## src/rtl/axi_mem2p_pkg.sv

```systemverilog
// Shared definitions for the two-port memory AXI read front end:
// burst and response encodings, AR length width and the read FSM states.
package axi_mem2p_pkg;

  localparam int unsigned AXI_LEN_W = 8;

  localparam logic [1:0] BURST_FIXED = 2'b00;
  localparam logic [1:0] BURST_INCR  = 2'b01;
  localparam logic [1:0] BURST_WRAP  = 2'b10;

  localparam logic [1:0] RESP_OKAY   = 2'b00;

  typedef enum logic {
    S_IDLE  = 1'b0,
    S_BURST = 1'b1
  } rd_state_e;

  // Index width that stays legal for a single-entry structure.
  function automatic int unsigned clog2_min1(input int unsigned v);
    return (v > 1) ? $clog2(v) : 1;
  endfunction

endpackage

```

## src/rtl/axi_mem2p_rfifo.sv

```systemverilog
// Show-ahead synchronous FIFO with occupancy output; the head entry is
// presented on dout whenever the FIFO is not empty.
module axi_mem2p_rfifo
  import axi_mem2p_pkg::*;
#(
  parameter int unsigned G_WIDTH = 8,
  parameter int unsigned G_DEPTH = 4,
  parameter int unsigned G_CNTW  = $clog2(G_DEPTH + 1)
) (
  input  logic              clk,
  input  logic              rst,
  input  logic              push,
  input  logic [G_WIDTH-1:0] din,
  input  logic              pop,
  output logic [G_WIDTH-1:0] dout,
  output logic              empty,
  output logic              full,
  output logic [G_CNTW-1:0] count
);

  localparam int unsigned PTR_W = clog2_min1(G_DEPTH);

  logic [G_WIDTH-1:0] mem_q [G_DEPTH];
  logic [PTR_W-1:0]   wr_ptr_q, wr_ptr_d;
  logic [PTR_W-1:0]   rd_ptr_q, rd_ptr_d;
  logic [G_CNTW-1:0]  count_q, count_d;
  logic               do_pop;

  function automatic logic [PTR_W-1:0] ptr_inc(input logic [PTR_W-1:0] p);
    return (p == PTR_W'(G_DEPTH - 1)) ? '0 : p + PTR_W'(1);
  endfunction

  assign empty  = (count_q == '0);
  assign full   = (count_q == G_CNTW'(G_DEPTH));
  assign count  = count_q;
  assign dout   = mem_q[rd_ptr_q];
  assign do_pop = pop && !empty;

  always_comb begin
    wr_ptr_d = wr_ptr_q;
    rd_ptr_d = rd_ptr_q;
    count_d  = count_q;
    if (push) begin
      wr_ptr_d = ptr_inc(wr_ptr_q);
    end
    if (do_pop) begin
      rd_ptr_d = ptr_inc(rd_ptr_q);
    end
    case ({push, do_pop})
      2'b10:   count_d = count_q + G_CNTW'(1);
      2'b01:   count_d = count_q - G_CNTW'(1);
      default: count_d = count_q;
    endcase
  end

  always_ff @(posedge clk or posedge rst) begin
    if (rst) begin
      wr_ptr_q <= '0;
      rd_ptr_q <= '0;
      count_q  <= '0;
    end else begin
      wr_ptr_q <= wr_ptr_d;
      rd_ptr_q <= rd_ptr_d;
      count_q  <= count_d;
    end
  end

  // Storage needs no reset: nothing is visible until count is non-zero.
  always_ff @(posedge clk) begin
    if (push) begin
      mem_q[wr_ptr_q] <= din;
    end
  end

  a_no_overflow: assert property (@(posedge clk) disable iff (rst) !(push && full));

endmodule

```

## src/rtl/axi_mem2p_rd.sv

```systemverilog
// AXI4 read front end for port B of the dual-port block memory: issues one
// word read per credit, tracks the fixed memory latency and queues R beats.
module axi_mem2p_rd
  import axi_mem2p_pkg::*;
#(
  parameter int unsigned G_DATAWIDTH     = 32,
  parameter int unsigned G_MEMDEPTH      = 1024,
  parameter int unsigned G_ADDRWIDTH     = $clog2(G_MEMDEPTH),
  parameter int unsigned G_AXI_ADDRWIDTH = 32,
  parameter int unsigned G_IDWIDTH       = 4,
  parameter int unsigned G_BUFFER        = 1
) (
  input  logic                       clk,
  input  logic                       rst,
  input  logic [G_IDWIDTH-1:0]       s_axi_arid,
  input  logic [G_AXI_ADDRWIDTH-1:0] s_axi_araddr,
  input  logic [AXI_LEN_W-1:0]       s_axi_arlen,
  input  logic [2:0]                 s_axi_arsize,
  input  logic [1:0]                 s_axi_arburst,
  input  logic                       s_axi_arvalid,
  output logic                       s_axi_arready,
  output logic [G_IDWIDTH-1:0]       s_axi_rid,
  output logic [G_DATAWIDTH-1:0]     s_axi_rdata,
  output logic [1:0]                 s_axi_rresp,
  output logic                       s_axi_rlast,
  output logic                       s_axi_rvalid,
  input  logic                       s_axi_rready,
  output logic                       enb,
  output logic [G_ADDRWIDTH-1:0]     addrb,
  input  logic [G_DATAWIDTH-1:0]     doutb
);

  localparam int unsigned PIPE_LEN   = 1 + G_BUFFER;
  localparam int unsigned FIFO_DEPTH = G_BUFFER + 3;
  localparam int unsigned CNT_W      = $clog2(FIFO_DEPTH + 1);
  localparam int unsigned BYTE_SHIFT = $clog2(G_DATAWIDTH / 8);
  localparam int unsigned BEAT_W     = AXI_LEN_W + 1;
  localparam int unsigned ENTRY_W    = G_IDWIDTH + 1 + G_DATAWIDTH;

  rd_state_e            state_q, state_d;
  logic [G_IDWIDTH-1:0] id_q, id_d;
  logic [G_ADDRWIDTH-1:0] addr_q, addr_d;
  logic [BEAT_W-1:0]    beats_q, beats_d;
  logic                 fixed_q, fixed_d;

  logic [PIPE_LEN-1:0]  pipe_vld_q, pipe_vld_d;
  logic [PIPE_LEN-1:0]  pipe_last_q, pipe_last_d;
  logic [G_IDWIDTH-1:0] pipe_id_q [PIPE_LEN];
  logic [G_IDWIDTH-1:0] pipe_id_d [PIPE_LEN];

  logic                 ar_hs_c;
  logic                 ar_fixed_c;
  logic                 issue_c;
  logic                 last_c;
  logic                 has_credit_c;
  logic [CNT_W-1:0]     inflight_c;
  logic [CNT_W-1:0]     used_c;
  logic [G_ADDRWIDTH-1:0] addr_inc_c;

  logic                 fifo_push;
  logic                 fifo_pop;
  logic [ENTRY_W-1:0]   fifo_din;
  logic [ENTRY_W-1:0]   fifo_dout;
  logic                 fifo_empty;
  logic                 fifo_full;
  logic [CNT_W-1:0]     fifo_count;

  logic                 unused_ok;

  // Transfer size is always full width; arsize and fifo_full carry no information here.
  assign unused_ok = ^{s_axi_arsize, fifo_full};

  assign s_axi_arready = (state_q == S_IDLE) && !rst;
  assign ar_hs_c       = s_axi_arvalid && s_axi_arready;

  // WRAP and reserved encodings behave as INCR.
  always_comb begin
    ar_fixed_c = 1'b0;
    case (s_axi_arburst)
      BURST_FIXED: ar_fixed_c = 1'b1;
      BURST_INCR:  ar_fixed_c = 1'b0;
      BURST_WRAP:  ar_fixed_c = 1'b0;
      default:     ar_fixed_c = 1'b0;
    endcase
  end

  // Credit: every issued read owns a FIFO slot from issue until it is popped.
  always_comb begin
    inflight_c = '0;
    for (int unsigned i = 0; i < PIPE_LEN; i++) begin
      inflight_c = inflight_c + CNT_W'(pipe_vld_q[i]);
    end
    used_c       = fifo_count + inflight_c;
    has_credit_c = (used_c < CNT_W'(FIFO_DEPTH));
  end

  assign addr_inc_c = (addr_q == G_ADDRWIDTH'(G_MEMDEPTH - 1)) ? '0
                                                              : addr_q + G_ADDRWIDTH'(1);

  always_comb begin
    state_d = state_q;
    id_d    = id_q;
    addr_d  = addr_q;
    beats_d = beats_q;
    fixed_d = fixed_q;
    issue_c = 1'b0;
    last_c  = 1'b0;
    case (state_q)
      S_IDLE: begin
        if (ar_hs_c) begin
          id_d    = s_axi_arid;
          addr_d  = G_ADDRWIDTH'(s_axi_araddr >> BYTE_SHIFT);
          beats_d = BEAT_W'(s_axi_arlen) + BEAT_W'(1);
          fixed_d = ar_fixed_c;
          state_d = S_BURST;
        end
      end
      S_BURST: begin
        if (has_credit_c) begin
          issue_c = 1'b1;
          last_c  = (beats_q == BEAT_W'(1));
          beats_d = beats_q - BEAT_W'(1);
          if (!fixed_q) begin
            addr_d = addr_inc_c;
          end
          if (last_c) begin
            state_d = S_IDLE;
          end
        end
      end
      default: state_d = S_IDLE;
    endcase
  end

  assign enb   = issue_c;
  assign addrb = addr_q;

  // Latency pipe: tags travel alongside the memory read until doutb is valid.
  always_comb begin
    pipe_vld_d     = pipe_vld_q;
    pipe_last_d    = pipe_last_q;
    pipe_id_d      = pipe_id_q;
    pipe_vld_d[0]  = issue_c;
    pipe_last_d[0] = last_c;
    pipe_id_d[0]   = id_q;
    for (int unsigned i = 1; i < PIPE_LEN; i++) begin
      pipe_vld_d[i]  = pipe_vld_q[i-1];
      pipe_last_d[i] = pipe_last_q[i-1];
      pipe_id_d[i]   = pipe_id_q[i-1];
    end
  end

  always_ff @(posedge clk or posedge rst) begin
    if (rst) begin
      state_q     <= S_IDLE;
      id_q        <= '0;
      addr_q      <= '0;
      beats_q     <= '0;
      fixed_q     <= 1'b0;
      pipe_vld_q  <= '0;
      pipe_last_q <= '0;
      for (int unsigned i = 0; i < PIPE_LEN; i++) begin
        pipe_id_q[i] <= '0;
      end
    end else begin
      state_q     <= state_d;
      id_q        <= id_d;
      addr_q      <= addr_d;
      beats_q     <= beats_d;
      fixed_q     <= fixed_d;
      pipe_vld_q  <= pipe_vld_d;
      pipe_last_q <= pipe_last_d;
      pipe_id_q   <= pipe_id_d;
    end
  end

  assign fifo_push = pipe_vld_q[PIPE_LEN-1];
  assign fifo_din  = {pipe_id_q[PIPE_LEN-1], pipe_last_q[PIPE_LEN-1], doutb};
  assign fifo_pop  = s_axi_rvalid && s_axi_rready;

  axi_mem2p_rfifo #(
    .G_WIDTH (ENTRY_W),
    .G_DEPTH (FIFO_DEPTH),
    .G_CNTW  (CNT_W)
  ) u_rfifo (
    .clk   (clk),
    .rst   (rst),
    .push  (fifo_push),
    .din   (fifo_din),
    .pop   (fifo_pop),
    .dout  (fifo_dout),
    .empty (fifo_empty),
    .full  (fifo_full),
    .count (fifo_count)
  );

  // Payload is forced to zero when nothing is queued so reset shows clean outputs.
  assign s_axi_rvalid = !fifo_empty;
  assign s_axi_rdata  = fifo_empty ? '0   : fifo_dout[G_DATAWIDTH-1:0];
  assign s_axi_rlast  = fifo_empty ? 1'b0 : fifo_dout[G_DATAWIDTH];
  assign s_axi_rid    = fifo_empty ? '0   : fifo_dout[G_DATAWIDTH+1 +: G_IDWIDTH];
  assign s_axi_rresp  = RESP_OKAY;

endmodule

```

## config.mk

```make
export PLATFORM = sky130hd
export DESIGN_NAME = axi_mem2p_rd
export DESIGN_NICKNAME = d
export VERILOG_FILES = /design/src/rtl/axi_mem2p_pkg.sv /design/src/rtl/axi_mem2p_rfifo.sv /design/src/rtl/axi_mem2p_rd.sv
export SDC_FILE = /design/constraint.sdc
export NUM_CORES = 1
export LEC_CHECK = 0
export CORE_UTILIZATION = 42
export DETAILED_ROUTE_END_ITERATION = 10
export PLACE_DENSITY = 0.71
export SLEW_MARGIN = 20
export SYNTH_ARGS = -nofsm -noshare
export SYNTH_HDL_FRONTEND = slang
export SYNTH_SLANG_ARGS = --single-unit
```

## constraint.sdc

```tcl
create_clock -name clk -period 3.81 [get_ports clk]
set_input_delay 0.762 -clock clk [delete_from_list [all_inputs] [get_ports clk]]
set_output_delay 0.762 -clock clk [all_outputs]
set_load 0.005 [all_outputs]
```

## Yosys cells after proc, flatten, opt, wreduce, memory -nomap -nowiden

Memories as Yosys holds them, arrays and structs flattened.
Cells that the tools add are included.

| cells by class | value |
|---|---|
| add/subtract/negate cells | 9 |
| $mul | 0 |
| divide/modulo/power cells | 0 |
| $lt $le $gt $ge | 1 |
| eq/ne operators | 9 |
| shift operators | 0 |
| muxes and demuxes | 25 |
| bitwise gates (word level) | 1 |
| reduce and logical (&&, ||, !) cells | 12 |

Operator list:

| cell | count |
|---|---|
| $mux W10 | 4 |
| $mux W32 | 1 |
| $pmux W10 S2 | 1 |
| $mux W9 | 2 |
| $pmux W9 S2 | 1 |
| $mux W1 | 11 |
| $add A10 B1 Y10 const B | 1 |
| $eq A10 B10 Y1 const B | 1 |
| $add A8 B1 Y9 const B | 1 |
| $eq A9 B1 Y1 const B | 1 |
| $sub A9 B1 Y9 const B | 1 |
| $eq A2 B2 Y1 const B | 3 |
| $pmux W3 S2 | 1 |
| $add A2 B1 Y2 const B | 2 |
| $logic_and A1 B1 Y1 | 4 |
| $mux W2 | 2 |
| $mux W4 | 1 |
| $ne A2 B2 Y1 const B | 2 |
| $reduce_and A2 Y1 | 2 |
| $add A3 B1 Y3 const B | 1 |
| $add A3 B2 Y3 | 1 |
| $logic_not A3 Y1 | 1 |
| $lt A3 B3 Y1 const B | 1 |
| $reduce_and A3 Y1 | 1 |
| other kinds (9) | 10 |

| storage, ports and cells | value |
|---|---|
| register bits | 44 |
| bits in latches | 0 |
| RAM bits | 148 |
| ROM bits | 0 |
| output and inout port bits | 52 |
| logic and storage cells | 70 |
| memories kept | 1 |

Memory list:

| memory | depth | width | read ports | clocked after memory_dff | write ports | line | RTL |
|---|---|---|---|---|---|---|---|
| u_rfifo.mem_q | 4 | 37 | 1 | 0 | 1 | axi_mem2p_rfifo.sv:23 | `logic [G_WIDTH-1:0] mem_q [G_DEPTH];` |

## Logic depth before layout (Yosys ltp)

| depth | value |
|---|---|
| word-level depth | 6 |
| depth in mapped cells | 9 |

## Cells and area by module

Synthesis repeated with hierarchy kept, for this count alone.

| unflattened totals | value |
|---|---|
| cell total of the unflattened synthesis | 491 |
| area, all modules | 7996.4 sq um |

Modules (own cells, without submodules):

| module | times used | cells an instance | area each (sq um) | sequential area each (sq um) |
|---|---|---|---|---|
| axi_mem2p_rfifo | 1 | 234 | 5763.0 | 4619.4 |
| axi_mem2p_rd | 1 | 257 | 2233.4 | 925.9 |

## Least setup slack after synthesis

Ideal clock, no wire load.

| path | value |
|---|---|
| kind | register to output |
| start | reg u_rfifo.rd_ptr_q[0] |
| end | out s_axi_rdata[26] |
| data arrival time | 1.538 ns |
| required time | 3.048 ns |
| setup slack | 1.510 ns |
| cell stages (with the launch flop) | 5 |
| path buffers | 2 |
| cells stage by stage | dfrtp_1 > buf_4 > buf_2 > mux4_2 > and2_1 |

| on the way | value |
|---|---|
| cells in the longest elaborated chain, start to end | 2 |

Ends and longest elaborated chain:

| what | line | RTL |
|---|---|---|
| from (decl) | axi_mem2p_rfifo.sv:25 | `logic [PTR_W-1:0] rd_ptr_q, rd_ptr_d;` |
| from (signal assigned) | axi_mem2p_rfifo.sv:63 | `rd_ptr_q <= rd_ptr_d;` |
| $mem_v2 Z4 W37 | - |  |
| $mux W32 | axi_mem2p_rd.sv:199 | `assign s_axi_rdata = fifo_empty ? '0 : fifo_dout[G_DATAWIDTH-1:0];` |
| to (decl) | axi_mem2p_rd.sv:23 | `output logic [G_DATAWIDTH-1:0] s_axi_rdata,` |

No other way between the ends.

## Worst setup path in the final report

| path | value |
|---|---|
| start | reg u_rfifo.count_q[0], in the netlist u_rfifo.count[0] |
| end | out enb |

| on the way | value |
|---|---|
| cells in the longest elaborated chain, start to end | 4 |

Ends and longest elaborated chain:

| what | line | RTL |
|---|---|---|
| from (decl) | axi_mem2p_rfifo.sv:26 | `logic [G_CNTW-1:0] count_q, count_d;` |
| from (signal assigned) | axi_mem2p_rfifo.sv:64 | `count_q <= count_d;` |
| $add A3 B2 Y3 | axi_mem2p_rd.sv:93 | `used_c = fifo_count + inflight_c;` |
| $lt A3 B3 Y1 | axi_mem2p_rd.sv:94 | `has_credit_c = (used_c < CNT_W'(FIFO_DEPTH));` |
| $mux W1 | axi_mem2p_rd.sv:119 | `if (has_credit_c) begin` |
| $mux W1 | axi_mem2p_rd.sv:108 | `case (state_q)` |
| to (decl) | axi_mem2p_rd.sv:28 | `output logic enb,` |

No other way between the ends.

==> out/qor.csv <==
stage;metric;value;unit
power;total_power;7.862;mW
synth;synth_warnings;0;
grt;gr-usage-met2;0.2655;
worst_setup_path;critPathBufInv;2;
cts;cts_num_sinks;192;
timing;drv_slew;0;
worst_setup_path;endpoint_of_the_lowest_slack_register_to_register_path;u_rfifo.count[2];
cts;clk_transition_reported_paths;0.07;ns
cts;post_cts_buffers;0;
detailed_routing;wl_per_cell;17.99;um
grt;antenna_violations_before_repair;0;
hold_path;holdPathEnd;fifo_din[36];
hold_path;hp-start;pipe_id_d[3];
cells_and_area;final_cell_count_no_fill;872;
die;core_area;0.01883;mm2
detailed_routing;detail_route.iter0.violations;262;
synth;synthesis.area_per_instance;16.59;um2
worst_setup_path;worstPathArrival;2.63;ns
cts;post_cts.resized_instances;0;
grt;use_met3;0.04042;
worst_setup_path;worst_ep_required_time;3.05;ns
worst_setup_path;cpPeakStageDelay;0.54;ns
cts;number_of_buffers_inserted_during_clock_tree_synthesis;17;
detailed_routing;ant_nets;0;
placement;place_inst;840;
synth;synth_flop_cell;sky130_fd_sc_hd__edfxtp_1;
worst_setup_path;crit_type;reg -> out;
die;chipWidth;141.1;um
synth;synth_edf_count;148;
grt;first_pass_grt_wire_length;25.30;mm
grt;busiest_layer;met2;
worst_setup_path;crit_path_max_fanout;16;
run;number_of_violations_of_the_max_capacitance_limit;0;
worst_setup_path;critical_path.top_delay_family;buffers and inverters;
synth;synth_cell_types;71;
die;die_y;141.1;um
synth;post_synth_inst_count;490;
die;placement_rows;50;
grt;grt_pass1_vias;4785;
synth;sequential_share_of_the_synthesized_area;0.6821;
worst_setup_path;critical_path.cell_chain;ha_1 -> and3_4 -> o221ai_4 -> inv_4 -> clkdlybuf4s50_1;
timing;setup_total_negative_slack;0;ns
hold_path;hp-class;reg -> reg;
cells_and_area;flow.area_growth_from_synthesis;23.30;%
grt;track_usage;0.1673;
status;status;complete, no violations;
detailed_routing;route.detailed.vias_per_inst;5.266;
timing;finalWorstPathRequiredPeriod;3.395;ns
timing;timing.max_slew.rel_slack;0.2923;
power;power_per_cell_area;784.2;mW/mm2
timing;worstMarginPinSlew;1.062;ns
cts;ctsRootBufferMaster;sky130_fd_sc_hd__clkbuf_16;
worst_setup_path;cp-end-kind;output pin;
die;start_util;0.4318;
timing;unrepaired_setup_endpoints_after_global_routing;false;
power;p_leak;3.486;nW
worst_setup_path;setup.reg_to_reg.worst_slack;1.55;ns
cells_and_area;antenna_cells_inserted;0;
placement;place.detailed.hpwl;9.456;mm
cells_and_area;num-fill-cells;1525;
worst_setup_path;setup.worst_path.start_class;register;
timing;hold_viol;0;
grt;globalRouteMet1Util;0.2299;
cts;cts.path.max_buffers;2;
cts;tritoncts_clock_tree;built;
placement;globalplace.congestion;0.8411;
timing;setup_viol;0;
detailed_routing;residual_drc;0;
timing;achievable-frequency;294.6;MHz
detailed_routing;postRouteWirelength;15.69;mm
worst_setup_path;cp_slowest_cell;sky130_fd_sc_hd__o221ai_4;
synth;synth-async-reset-ratio;0.2292;
worst_setup_path;r2r.worst_path.cells;10;
timing;final_min_period_over_clock_period;0.8911;
cts;cts-htree-levels;4;
timing;final_setup_skew;0.01055;ns
die;floorplan.die_area;0.01992;mm2
detailed_routing;vias;4592;
worst_setup_path;timing.rr.start;u_rfifo.count[0];
power;max-vdd-ir-drop;0.4284;mV
cells_and_area;post_route_cells_drive_above_1_share;0.1601;
cts;insertion_delay;0.43;ns
hold_path;min_delay_path_depth;0;
die;boundaryPins;137;
placement;place.port_buffers;109;
grt;grt.overflow.total;0;
synth;yosys_reg_bits;192;
cells_and_area;design.final.nets;696;
synth;syn_area;0.008130;mm2
detailed_routing;firstDrtPassIters;4;
cts;hold_buffers;0;
grt;grt_max_degree;45;
==> through the flow <==
step | hold WS (ns) | setup WS (ns) | area, um2 | util
2_1_floorplan | 0.3312 | 1.510 | 8134 | -
3_3_place_gp | 0.3354 | 0.8769 | 9474 | 0.5031
3_5_place_dp | 0.3347 | 0.8639 | 9474 | 0.5031
4_1_cts | 0.3497 | 0.3925 | 10020 | 0.5324
5_1_grt | 0.3611 | 0.3033 | 10020 | 0.5324
6_report | 0.3487 | 0.4150 | 10020 | 0.5324
==> per-layer routing <==
metal	routed length (um)	share of wire
met1	7087	0.45
met5	0	0
met3	776	0.049
met4	188	0.012
met2	7634	0.49
==> state kept, by name, indices dropped and copies added, names as in the netlist, 3 cells and up <==
register and cells:
pipe_id_d 4, fifo_din 4, u_rfifo.count 3, beats_q 9, u_rfifo.mem_q 148, addrb 10
id_q 4
==> where the power goes <==
part,leakage [nW],internal (mW),switching (mW)
clock network,0.266,0.857,0.815
registers,1.90,2.90,0.399
logic,1.32,1.66,1.24
total,3.49,5.41,2.45
==> Yosys cell counts (2+ instances only) <==
library cell,number,area (um2)
sky130_fd_sc_hd__edfxtp_1,148,4444
sky130_fd_sc_hd__dfrtp_1,44,1101
sky130_fd_sc_hd__and2_1,41,256.5
sky130_fd_sc_hd__mux4_2,37,833.3
sky130_fd_sc_hd__nand2_1,28,105.1
sky130_fd_sc_hd__inv_1,15,56.30
sky130_fd_sc_hd__nand3_1,14,70.07
sky130_fd_sc_hd__nor3_1,12,60.06
sky130_fd_sc_hd__o21ai_0,12,60.06
sky130_fd_sc_hd__ha_1,11,137.6
sky130_fd_sc_hd__buf_2,9,45.04
sky130_fd_sc_hd__clkbuf_1,9,33.78
sky130_fd_sc_hd__nor2_1,9,33.78
sky130_fd_sc_hd__buf_4,5,37.54
sky130_fd_sc_hd__nand4_1,5,31.28
sky130_fd_sc_hd__o221ai_1,5,43.79
sky130_fd_sc_hd__or3_1,5,31.28
sky130_fd_sc_hd__a21oi_1,4,20.02
sky130_fd_sc_hd__a22o_1,4,35.03
sky130_fd_sc_hd__o22ai_1,4,25.02
sky130_fd_sc_hd__o2bb2ai_1,4,35.03
sky130_fd_sc_hd__xor2_1,4,35.03
sky130_fd_sc_hd__a22oi_1,3,22.52
sky130_fd_sc_hd__a211o_1,2,17.52
sky130_fd_sc_hd__a2bb2oi_1,2,17.52
sky130_fd_sc_hd__a31oi_1,2,12.51
sky130_fd_sc_hd__and3_1,2,12.51
sky130_fd_sc_hd__mux2_1,2,22.52
sky130_fd_sc_hd__nor3b_1,2,15.01
sky130_fd_sc_hd__o21ai_1,2,10.01
sky130_fd_sc_hd__o31ai_1,2,15.01
sky130_fd_sc_hd__or4_1,2,15.01
sky130_fd_sc_hd__xnor2_1,2,17.52
==> cells in the final DEF (no fill, tap or decap), drive strengths merged, types with 4 or more instances in the layout <==
cell and count:
inv 25, nor3 12, clkbuf 17, nand3 14, clkdlybuf4s50 109, xor2 4, clkinv 4, ha 11
o21ai 14, a21oi 5, mux4 37, o2bb2ai 4, nand4 6, o221ai 7, and2 41, o22ai 4
buf 6, a22o 4, or3 5, edfxtp 148, nor2 9, nand2 29, dfrtp 44
==> worst max path at each step <==
stage | startpoint | to | slack (ns) | cells past startpoint
2_1_floorplan | u_rfifo.rd_ptr_q[0] | s_axi_rdata[26] | 1.51 | 4
4_1_cts | u_rfifo.count[0] | enb | 0.39 | 5
6_report | u_rfifo.count[0] | enb | 0.42 | 5
5_1_grt | u_rfifo.count[0] | enb | 0.30 | 5
3_3_place_gp | u_rfifo.rd_ptr_q[0] | s_axi_rid[3] | 0.88 | 4
3_5_place_dp | u_rfifo.rd_ptr_q[0] | s_axi_rid[3] | 0.86 | 4
==> kinds of logic (layout without fill, tap and decap cells) <==
| kind of cell | Yosys count | count (layout) | synth area share |
|---|---|---|---|
| flip-flops | 192 | 192 | 0.6821 |
| AND/OR/NAND/NOR | 131 | 131 | 0.09064 |
| AO/OA/AOI/OAI | 64 | 64 | 0.06694 |
| buffers and inverters | 43 | 164 | 0.02616 |
| multiplexers | 41 | 41 | 0.1079 |
| adder cells (fa/ha/maj) | 12 | 12 | 0.01939 |
| XOR/XNOR | 6 | 6 | 0.006463 |
| other | 1 | 2 | 0.0004612 |
==> final cells by class <==
type                       count  area (um2)  share of cell area
clock inverter                15       125.1             0.01248
multi-input combinational    256        2386              0.2380
clock buffer                  17       425.4             0.04244
tap                          260       325.3             0.03245
sequential                   192        5548              0.5534
timing repair buffer         115        1149              0.1146
inverter                      17       66.31            0.006615
Note: power is estimated with default switching activity, not from simulation.
